==> src/rtl/mem_pkg.sv <==
// Shared encodings for the MEM/WB segment: access sizes, handshake FSM states
// and the byte-enable mask helper.
package mem_pkg;

  localparam logic [1:0] SZ_B = 2'b00;
  localparam logic [1:0] SZ_H = 2'b01;
  localparam logic [1:0] SZ_W = 2'b10;
  localparam logic [1:0] SZ_D = 2'b11;

  typedef enum logic [1:0] {
    ST_IDLE = 2'b00,
    ST_REQ  = 2'b01,
    ST_RESP = 2'b10
  } state_t;

  function automatic logic [7:0] size_mask(input logic [1:0] sz);
    logic [7:0] m;
    case (sz)
      SZ_B:    m = 8'h01;
      SZ_H:    m = 8'h03;
      SZ_W:    m = 8'h0F;
      default: m = 8'hFF;
    endcase
    return m;
  endfunction

endpackage

==> src/rtl/mem_load_ext.sv <==
// Load result formatting: shift the addressed bytes down to bit 0, then
// sign- or zero-extend from the access size to the full datapath width.
module mem_load_ext
  import mem_pkg::*;
#(
  parameter int XLEN = 32,
  parameter int OFS  = $clog2(XLEN / 8)
) (
  input  logic [XLEN-1:0] i_rdata,
  input  logic [OFS-1:0]  i_ofs,
  input  logic [1:0]      i_size,
  input  logic            i_uns,
  output logic [XLEN-1:0] o_data
);

  logic [XLEN-1:0] w_shift;
  logic [XLEN-1:0] w_mask;
  logic            w_sign;

  assign w_shift = i_rdata >> {i_ofs, 3'b000};

  // Mask and sign bit follow the access size; D covers the whole word.
  always_comb begin
    w_mask = '1;
    w_sign = 1'b0;
    case (i_size)
      SZ_B: begin
        w_mask = XLEN'(64'h0000_0000_0000_00FF);
        w_sign = w_shift[7];
      end
      SZ_H: begin
        w_mask = XLEN'(64'h0000_0000_0000_FFFF);
        w_sign = w_shift[15];
      end
      SZ_W: begin
        w_mask = XLEN'(64'h0000_0000_FFFF_FFFF);
        w_sign = w_shift[31];
      end
      default: begin
        w_mask = '1;
        w_sign = w_shift[XLEN-1];
      end
    endcase
  end

  assign o_data = i_uns ? (w_shift & w_mask)
                        : ((w_shift & w_mask) | (w_sign ? ~w_mask : '0));

endmodule

==> src/rtl/mem_wb_seg_hs.sv <==
// MEM/WB pipeline segment with a req/gnt/rvalid data-memory handshake.
// Stores are posted on grant; loads stall the pipe until rvalid.
module mem_wb_seg_hs
  import mem_pkg::*;
#(
  parameter int XLEN   = 32,
  parameter int ADDR_W = 32
) (
  input  logic                clk,
  input  logic                rst_n,
  input  logic                en,
  input  logic                clear,
  input  logic [XLEN-1:0]     AluOutE,
  input  logic [XLEN-1:0]     StoreDataE,
  input  logic [4:0]          RdE,
  input  logic [ADDR_W-1:0]   PCE,
  input  logic                MemReadE,
  input  logic                MemWriteE,
  input  logic [1:0]          MemSizeE,
  input  logic                LoadUnsE,
  input  logic                RegWriteE,
  input  logic                MemToRegE,
  input  logic                LoadNpcE,
  output logic                MemReq,
  output logic                MemWe,
  output logic [ADDR_W-1:0]   MemAddr,
  output logic [XLEN/8-1:0]   MemBe,
  output logic [XLEN-1:0]     MemWdata,
  input  logic                MemGnt,
  input  logic                MemRvalid,
  input  logic [XLEN-1:0]     MemRdata,
  output logic                StallMW,
  output logic [XLEN-1:0]     AluOutMW,
  output logic [4:0]          RdMW,
  output logic [ADDR_W-1:0]   PCMW,
  output logic                RegWriteMW,
  output logic                MemToRegMW,
  output logic                LoadNpcMW,
  output logic [XLEN-1:0]     LoadDataMW,
  output logic                MisalignMW
);

  localparam int NB  = XLEN / 8;
  localparam int OFS = $clog2(NB);

  state_t          r_state;
  logic [ADDR_W-1:0] w_addr;
  logic [OFS-1:0]  w_ofs;
  logic            w_acc;
  logic            w_align_err;
  logic            w_mis;
  logic            w_req_idle;
  logic            w_done;
  logic [XLEN-1:0] w_ext;

  assign w_addr = ADDR_W'(AluOutE);
  assign w_ofs  = w_addr[OFS-1:0];
  assign w_acc  = MemReadE | MemWriteE;

  assign w_align_err = ((MemSizeE == SZ_H) & w_addr[0])
                     | ((MemSizeE == SZ_W) & (|w_addr[1:0]))
                     | ((MemSizeE == SZ_D) & ((|w_addr[2:0]) | (XLEN == 32)));
  assign w_mis       = w_acc & w_align_err;
  assign w_req_idle  = w_acc & ~w_mis & en & ~clear;

  assign MemAddr  = {w_addr[ADDR_W-1:OFS], {OFS{1'b0}}};
  assign MemBe    = NB'(size_mask(MemSizeE)) << w_ofs;
  assign MemWdata = StoreDataE << {w_ofs, 3'b000};
  assign MemWe    = MemReq & MemWriteE;

  // Once in REQ the access is committed, so en/clear no longer withdraw it.
  always_comb begin
    MemReq  = 1'b0;
    StallMW = 1'b0;
    case (r_state)
      ST_IDLE: begin
        MemReq  = w_req_idle;
        StallMW = w_req_idle & ~(MemWriteE & MemGnt);
      end
      ST_REQ: begin
        MemReq  = w_acc & ~w_mis;
        StallMW = ~(MemWriteE & MemGnt);
      end
      ST_RESP: begin
        MemReq  = 1'b0;
        StallMW = ~MemRvalid;
      end
      default: begin
        MemReq  = 1'b0;
        StallMW = 1'b0;
      end
    endcase
  end

  assign w_done = ((r_state == ST_REQ) & MemGnt & MemWriteE)
                | ((r_state == ST_RESP) & MemRvalid);

  mem_load_ext #(.XLEN(XLEN), .OFS(OFS)) u_ext (
    .i_rdata (MemRdata),
    .i_ofs   (w_ofs),
    .i_size  (MemSizeE),
    .i_uns   (LoadUnsE),
    .o_data  (w_ext)
  );

  // Handshake FSM; rvalid outside RESP is dropped.
  always_ff @(posedge clk or negedge rst_n) begin
    if (!rst_n) begin
      r_state <= ST_IDLE;
    end else begin
      case (r_state)
        ST_IDLE: begin
          if (w_req_idle) begin
            if (!MemGnt)        r_state <= ST_REQ;
            else if (!MemWriteE) r_state <= ST_RESP;
            else                r_state <= ST_IDLE;
          end else begin
            r_state <= ST_IDLE;
          end
        end
        ST_REQ: begin
          if (MemGnt) r_state <= MemWriteE ? ST_IDLE : ST_RESP;
          else        r_state <= ST_REQ;
        end
        ST_RESP: begin
          if (MemRvalid) r_state <= ST_IDLE;
          else           r_state <= ST_RESP;
        end
        default: r_state <= ST_IDLE;
      endcase
    end
  end

  // MW register: bubble while stalled or flushed, capture on advance/completion.
  always_ff @(posedge clk or negedge rst_n) begin
    if (!rst_n) begin
      AluOutMW   <= '0;
      RdMW       <= 5'd0;
      PCMW       <= '0;
      RegWriteMW <= 1'b0;
      MemToRegMW <= 1'b0;
      LoadNpcMW  <= 1'b0;
      LoadDataMW <= '0;
      MisalignMW <= 1'b0;
    end else if (StallMW || ((r_state == ST_IDLE) && en && clear)) begin
      AluOutMW   <= '0;
      RdMW       <= 5'd0;
      PCMW       <= '0;
      RegWriteMW <= 1'b0;
      MemToRegMW <= 1'b0;
      LoadNpcMW  <= 1'b0;
      LoadDataMW <= '0;
      MisalignMW <= 1'b0;
    end else if (w_done || ((r_state == ST_IDLE) && en)) begin
      AluOutMW   <= AluOutE;
      RdMW       <= RdE;
      PCMW       <= PCE;
      RegWriteMW <= RegWriteE & ~w_mis;
      MemToRegMW <= MemToRegE;
      LoadNpcMW  <= LoadNpcE;
      LoadDataMW <= (r_state == ST_RESP) ? w_ext : '0;
      MisalignMW <= w_mis;
    end
  end

endmodule

==> config.mk <==
export PLATFORM = sky130hd
export DESIGN_NAME = mem_wb_seg_hs
export DESIGN_NICKNAME = d
export VERILOG_FILES = /design/src/rtl/mem_pkg.sv /design/src/rtl/mem_load_ext.sv /design/src/rtl/mem_wb_seg_hs.sv
export SDC_FILE = /design/constraint.sdc
export NUM_CORES = 1
export LEC_CHECK = 0
export CELL_PAD_IN_SITES_DETAIL_PLACEMENT = 0
export CELL_PAD_IN_SITES_GLOBAL_PLACEMENT = 1
export CORE_MARGIN = 10
export CORE_UTILIZATION = 29
export DETAILED_ROUTE_END_ITERATION = 16
export GPL_TIMING_DRIVEN = 0
export HOLD_SLACK_MARGIN = 0.15
export PLACE_DENSITY = 0.91
export SLEW_MARGIN = 20
export SYNTH_ARGS = -nofsm -noshare
export SYNTH_HDL_FRONTEND = slang
export SYNTH_SLANG_ARGS = --single-unit
==> constraint.sdc <==
create_clock -name clk -period 4.7 [get_ports clk]
set_input_delay 0.94 -clock clk [delete_from_list [all_inputs] [get_ports clk]]
set_output_delay 0.94 -clock clk [all_outputs]
set_load 0.03 [all_outputs]
==> impl_metrics.ini, run 1 <==
[synthesis]
yosysTopAreaCellShare_pct = 47.15
syn_inst = 658
syn_area_mm2 = 0.005679
seq_area_frac_synth_pct = 47.15
ys_top_cells_by_area = dfrtp_1, nand2_1, a21oi_1, mux2i_1, buf_4
ys_async_sr_fraction_pct = 100.0
synthTopCellsByCount = nand2_1, a21oi_1, dfrtp_1
synthFlopType = dfrtp_1
syn_avg_cell_area_um2 = 8.631
yosysMostFrequentCell = nand2_1
synth-edff-count = 0
ys_types = 39
yosysWarnings = 0
synth-seq-cells = 107
yosys.area.top_type = dfrtp_1

[clocking]
root_buffer = clkbuf_16
holdBufCountCts = 0
insertion_delay_ns = 0.35
h-tree-depth = 3
clkSinkCount = 107
cts_tree = done
ctsLongestPathBuffers = 2
clk_pin_slew_ns = 0.08
numCtsBuffers = 9

[critical_path]
worstPathMaxFanout = 10
crit_path_start_kind = input port
crit_path_frequent_cell = buf_2
critical_path.top_delay_family = buffers and inverters
crit_chain = clkdlybuf4s50_1 -> buf_2 -> buf_2 -> buf_2 -> clkbuf_1 -> nor2_1 -> clkdlybuf4s50_1
cp_num_buf_inv = 6
slowest_stage = clkdlybuf4s50_1
setup.worst_path.end_class = primary output
arrival_ns = 3.60
critPathMaxStageDelay_ns = 0.63
path_class = input port to primary output
cp_data_required_time_ns = 3.76
r2r_setup_slack_ns = 2.66

[cells_and_area]
drive_gt1_share_pct = 9.658
antenna_cells = 0
area_growth_pct = 67.94
stdcell_area_mm2 = 0.009538
fin_nets = 1136
finalNonFillerCells = 1259
postLayoutCoreUtil_pct = 49.33
fillers = 1901

[sta]
period_share_pct = 96.58
period_minus_slack_ns = 4.539
holdWs_ns = 0.4972
hold_violations = 0
skew_ns = 0.01241
fmax_mhz = 220.3
setup_viol = 0
setup_tns_ns = 0
worstMarginPinSlew_ns = 0.6509
rsz0062_at_grt = false
slew_headroom_pct = 56.44
setup_slack_ns = 0.1605
maxSlewViolCount = 0

[floorplan]
core_mm2 = 0.01933
die_y_um = 159.9
num_io_pins = 323
die_w_um = 159.9
design.die.area_mm2 = 0.02558
rows = 51
initial_utilization_pct = 29.37

[drt]
drc = 0
firstDrtPassIters = 6
num_vias = 6033
drt_first_iter_violations = 350
post_drt_wl_per_cell_um = 20.05
wirelength_um = 25240
drtAntennaViolNets = 0
via_per_inst = 4.792

[grt]
grt_max_degree = 68
grt_use_total_pct = 19.01
grt_pass1_vias = 6386
grt_pass1_wl_um = 38520
grt_overflow = 0
antenna_found_initial = 0

[min_path]
hold_path_class = input port to async pin

[power]
swShare_pct = 36.21
power_frac_comb_pct = 37.5
p_per_area_mw_per_mm2 = 314.2
design_power_total_mw = 2.997
clkPwrFrac_pct = 26.9
vdd_drop_max_mv = 0.1774
p_leak_nw = 4.070
p_switching_mw = 1.085
power.internal_mw = 1.912
p_seq_share_pct = 35.6

[place]
place_area_mm2 = 0.009226
dpl_worst_slack_ns = 0.1196
post-place-cells = 1243
hpwlAfterDp_um = 20120
gp_congestion = 0.8744
portBuffers = 318

[run]
maxCapViolations = 0

[run_status]
status = complete, no violations
-- final cells by class --
cell class	instances	area (µm²)	share of cell area (%)
Multi-Input combinational cell	467	2500	26.21
Timing Repair Buffer	319	3212	33.67
Clock inverter	7	85.08	0.8920
Tap cell	265	331.6	3.476
Inverter	2	7.507	0.07871
Buffer	83	499.2	5.234
Clock buffer	9	225.2	2.361
Sequential cell	107	2678	28.07
-- power groups by stage --
stage               Clock (mW)  Sequential, mW  Combinational, mW
floorplan                    0            1.28              0.377
global placement             0            1.08               1.12
detailed placement           0            1.09               1.13
CTS                      0.830            1.07               1.14
global route             0.868            1.08               1.20
finish                   0.806            1.07               1.12
-- placed cells by master (no fill, tap or decap), drive strengths merged, types with 2 or more instances in the layout --
cell           Yosys  routed
a211o              6       6
a211oi             9       9
a21oi            111     111
a22oi             17      17
a2bb2oi            7       7
a32oi              5       5
and2               9       9
buf               72      74
clkbuf            11      20
clkdlybuf4s50      0     317
clkinv             0       2
clkinvlp           0       2
conb               1       2
dfrtp            107     107
inv                2       4
mux2               2       2
mux2i             32      32
nand2            166     166
nand2b             3       3
nand3              2       2
nand3b             4       4
nand4b             2       2
nor2              40      40
nor2b             15      15
o2111ai            2       2
o211ai             2       2
o21a               3       3
o21ai             18      18
-- cells by family (layout without fill, tap and decap cells) --
logic type / after synthesis / count (layout) / share of synthesized area [%]
simple gates: 247 / 247 / 18.53
compound gates: 183 / 183 / 18.92
flops: 107 / 107 / 47.15
buf+inv: 85 / 420 / 8.901
mux: 35 / 35 / 6.433
other cells: 1 / 2 / 0.06603
-- metal layers --
| layer | vias to the layer above | global-route usage (%) | part of all wire (%) | wire [µm] |
|---|---|---|---|---|
| met3 | 36 | 6.838 | 9.1 | 2305 |
| met2 | 268 | 31.96 | 48 | 12130 |
| li1 | 2867 | - | - | - |
| met1 | 2862 | 21.93 | 40 | 10200 |
| met5 | - | 0 | 0 | 0 |
| met4 | 0 | 6.469 | 2.4 | 602 |
-- flip-flops by register name (all words and copies together), names as in the netlist, 2 cells and up --
register / flops
AluOutMW: 32
LoadDataMW: 32
PCMW: 32
RdMW: 5
r_state: 2
-- repair_timing --
item | CTS | global route
buffers inserted | 0 | 0
setup endpoints to repair | 0 | 2
hold endpoints to repair | 0 | 0
gates resized for setup | 0 | 2
-- final timing paths --
| check | start | endpoint | cells past startpoint |
|---|---|---|---|
| setup / recovery | AluOutE[1] | MemWdata[14] | 7 |
| hold / removal | rst_n | PCMW[31] | 1 |
| setup reg to reg | r_state[1] | PCMW[12] | 6 |
| hold reg to reg | AluOutMW[26] | AluOutMW[26] | 2 |
| max in group asynchronous | rst_n | AluOutMW[12] | 2 |
| min in group clk | AluOutMW[26] | AluOutMW[26] | 2 |
No activity file was read; power rests on OpenSTA's default activity.
==> inputs of run 2 (changes only) <==
CORE_UTILIZATION = 27   (was 29)
PLACE_DENSITY = 0.86   (was 0.91)
clock period = 4.5 ns   (was 4.7 ns; I/O delays follow)
==> impl_metrics.ini, run 2 (same netlist as run 1, synthesis figures left out) <==
[sta]
slew_headroom_pct = 55.25
hold_violations = 0
fmax_mhz = 229.5
maxSlewViolCount = 0
rsz0062_at_grt = false
skew_ns = 0.01124
worstMarginPinSlew_ns = 0.6687
setup_viol = 0
setup_slack_ns = 0.1429
setup_tns_ns = 0
period_share_pct = 96.82
period_minus_slack_ns = 4.357

[critical_path]
crit_path_frequent_cell = buf_2
setup.worst_path.end_class = primary output
reg2reg_depth = 7
regToRegEndpoint = AluOutMW[12]
regToRegStartpoint = r_state[1]
slowest_stage = clkdlybuf4s50_1
path_class = input port to primary output
worstPathMaxFanout = 10
critPathMaxStageDelay_ns = 0.69
cp_data_required_time_ns = 3.60
crit_chain = clkdlybuf4s50_1 -> buf_2 -> buf_2 -> buf_2 -> buf_2 -> a211oi_1 -> a21oi_1 -> clkdlybuf4s50_1
arrival_ns = 3.46
r2r_setup_slack_ns = 2.48
crit_path_start_kind = input port

[run_status]
status = complete, no violations

[grt]
grt_pass1_vias = 6118
grt.busiest_layer = met2
grt_pass1_wl_um = 37870
grt_max_degree = 61
use_met3_pct = 6.373
use_met1_pct = 21.66
grt_use_total_pct = 18.01
antenna_found_initial = 1
grt_overflow = 0
gr-usage-met2_pct = 29.59

[floorplan]
rows = 52
die_y_um = 165.0
num_io_pins = 323
initial_utilization_pct = 27.71
design.die.area_mm2 = 0.02723
die_w_um = 165.0
core_mm2 = 0.02049

[drt]
drt_first_iter_violations = 335
wirelength_um = 25640
firstDrtPassIters = 4
num_vias = 6096
drtAntennaViolNets = 0
post_drt_wl_per_cell_um = 20.28
via_per_inst = 4.823
drc = 0

[clocking]
clk_pin_slew_ns = 0.07
cts_setup_buffers = 0
root_buffer = clkbuf_16
cts_resized = 1
holdBufCountCts = 0
cts_tree = done
ctsLongestPathBuffers = 2
h-tree-depth = 3
insertion_delay_ns = 0.35
numCtsBuffers = 9
clkSinkCount = 107

[place]
portBuffers = 318
dpl_worst_slack_ns = -0.01292
gp_congestion = 0.9564
hpwlAfterDp_um = 20550
place_area_mm2 = 0.009233

[power]
p_leak_nw = 4.121
p_per_area_mw_per_mm2 = 331.1
design_power_total_mw = 3.168
vdd_drop_max_mv = 0.1740

[min_path]
hold_path_class = input port to async pin

[run]
maxCapViolations = 0

[cells_and_area]
final_common_cell = clkdlybuf4s50_1
top_regs = AluOutMW x32, LoadDataMW x32, PCMW x32
fin_nets = 1136
drive_gt1_share_pct = 9.859
antenna_cells = 0
area_growth_pct = 68.47
most-common-layout-cells = clkdlybuf4s50_1, nand2_1, a21oi_1
fillers = 2003
stdcell_area_mm2 = 0.009568
-- run 2: changes by cell type in the layout (fill, tap and decap cells not counted) --
cell,before,now
bufinv_16,1,2
clkbuf_1,10,8
clkbuf_2,1,3
clkdlybuf4s50_1,317,312
clkinv_2,0,1
clkinv_4,2,0
dlygate4sd2_1,0,1
dlymetal6s2s_1,0,4
inv_6,0,2
inv_8,2,0
-- run 2: per-stage QoR --
| stage | hold slack, ns | instances | utilization [%] |
|---|---|---|---|
| after global routing | 0.5060 | 1264 | 46.69 |
| after detailed placement | 0.5109 | 1248 | 45.05 |
| after CTS | 0.4968 | 1264 | 46.62 |
| after floorplan | 0.5894 | 659 | - |
| after global placement | 0.5009 | 1247 | 44.91 |
| final | 0.4880 | 1264 | 46.69 |
-- run 2: layout make-up --
| type | instances | area (µm²) | area share (%) |
|---|---|---|---|
| Sequential cell | 107 | 2678 | 27.98 |
| Buffer | 83 | 501.7 | 5.244 |
| Multi-Input combinational cell | 467 | 2500 | 26.13 |
| Clock inverter | 7 | 97.59 | 1.020 |
| Inverter | 2 | 7.507 | 0.07846 |
| Clock buffer | 9 | 225.2 | 2.354 |
| Tap cell | 270 | 337.8 | 3.531 |
| Timing Repair Buffer | 319 | 3221 | 33.66 |
-- run 2: how the worst max path moves through the flow --
stage                           start      endpoint  slack, ns
final                      AluOutE[1]  MemWdata[24]       0.14
after global routing       AluOutE[1]  MemWdata[24]       0.01
after CTS                  AluOutE[0]  MemWdata[24]      0.005
after detailed placement   AluOutE[1]  MemWdata[29]      -0.01
after global placement          rst_n  AluOutMW[21]      -1.85
after floorplan           MemSizeE[1]         MemWe       1.19
-- run 2: per-layer routing --
layer | share of wire, % | vias up | wire length, µm
met5 | 0.051 | - | 13
met4 | 1.8 | 2 | 471
met3 | 11 | 31 | 2849
met2 | 47 | 275 | 12170
met1 | 40 | 2908 | 10140
li1 | - | 2880 | -
-- run 2: power breakdown --
group	switching [mW]	internal, mW
clock network	0.386	0.492
registers	0.0557	1.06
logic	0.681	0.491
-- run 2: worst max-delay path: cells and delay by family --
kind                   cells  cell delay [ns]
buffers and inverters      6             2.31
AOI/OAI and AO/OA          2             0.24
==> patch, RTL diff (settings of run 2) <==
The 3 states of `state_t` get a one-hot encoding in 3 bits.
--- a/src/rtl/mem_pkg.sv
+++ b/src/rtl/mem_pkg.sv
@@ -7,10 +7,10 @@
   localparam logic [1:0] SZ_W = 2'b10;
   localparam logic [1:0] SZ_D = 2'b11;
 
-  typedef enum logic [1:0] {
-    ST_IDLE = 2'b00,
-    ST_REQ  = 2'b01,
-    ST_RESP = 2'b10
+  typedef enum logic [2:0] {
+    ST_IDLE = 3'b001,
+    ST_REQ  = 3'b010,
+    ST_RESP = 3'b100
   } state_t;
 
   function automatic logic [7:0] size_mask(input logic [1:0] sz);
Formal check against the unedited RTL: same outputs for any inputs over 4 cycles, from zero or initial values and one cycle with rst_n low; so few cycles prove little.
==> patch against run 2 <==
- sequential share of layout area decreased by 0.47 points
- non-clock buffer count increased by 2
- setup slack improved by 5.3 ps
- via count decreased by 0.64%
- synthesized cell count decreased by 0.15%
- power decreased by 7.0%
- clock power decreased by 3.1%
- count of clock-buffer cells in the layout unchanged
- final cell count increased by 0.71%
- routed wire length increased by 1.5%
- sequential cell count increased by 1
- design area increased by 2.7%
- synthesized area increased by 4.5%
- critical endpoint is now MemWdata[20]
- largest cell class unchanged
==> patch: results <==
[final_layout]
nFillCells = 2127
final_core_util_pct = 45.2
layout-drive-gt1-share_pct = 12.0
nets = 1135
finalNonFillerCells = 1273

[global_route]
grt_max_degree = 58
grt_pass1_vias = 6350
use_met3_pct = 7.94
grtUsageMet1_pct = 19.9
grt_usage_pct = 17.5
grt_pass1_wl_um = 38800
grtUsageMet2_pct = 29.5

[drt]
drt_iter0_markers = 365
wl_met3_um = 2850
routedWlPerCell_um = 20.4
met1_length_um = 10400
dr_wl_met2_um = 12500
vias = 6057

[placement]
post-place-ws_ps = -11.1
dpl_cell_area_um2 = 9500
dp_hpwl_um = 20700
routabilityCongestion = 0.933

[synth]
yosys_warnings = 0
ys_top_cells_by_count = "nand2_1 (152), dfrtp_1 (107), a21oi_1 (105)"
synth.area.mux_share_pct = 5.84
synth_cell_types = 46
ys_seq_area_share_pct = 45.6
synth_compound_area_share_pct = 20.5
synthesis.instances = 657
synthFlopType = "dfrtp_1"
yosys-top-cells-area = "dfrtp_1 (45%), nand2_1 (9.6%), a21oi_1 (8.9%)"

[sta]
hold_ws_ps = 483
clock-skew-final_ps = 10.2
tightestPinTransition_ps = 742
worst_slack_ps = 148

[setup_path]
rrSetupSlack_ps = 2410
slowest_delay_ps = 730
r2r_cells = 6
arrival_ps = 3450

[outcome]
outcome = "complete, no violations"

[cts]
root_buffer = "clkbuf_16"
ctsHtreeMaxLevel = 3
cts_max_path_buffers = 2
post-cts-setup-buffers = 0

[power]
ir_worst_vdd_v = 0.000203
p_leak_nw = 4.16
-- patch: changes by cell type after synthesis, sizes merged, moves of 4 or more --
| cell | run 2 | this run |
|---|---|---|
| nor2 | 40 | 31 |
| a21oi | 111 | 115 |
| nand2 | 166 | 162 |
| nor3 | 1 | 5 |
-- patch: worst paths after layout --
check,start,endpoint
setup / recovery,AluOutE[1],MemWdata[20]
hold / removal,rst_n,PCMW[9]
setup reg to reg,r_state[0],AluOutMW[5]
hold reg to reg,AluOutMW[22],AluOutMW[22]
max in group asynchronous,rst_n,AluOutMW[8]
min in group clk,AluOutMW[22],AluOutMW[22]
-- patch: power by group --
part,internal [mW],switching (mW)
Clock,0.443,0.407
Combinational,0.439,0.571
Sequential,1.05,0.0423
Total,1.93,1.02
-- patch: layout make-up --
type	count	share of cell area, %
Buffer	85	5.88
Clock buffer	9	2.29
Clock inverter	7	0.866
Multi-Input combinational cell	465	27.1
Sequential cell	108	27.5
Tap cell	280	3.57
Timing Repair Buffer	319	32.8
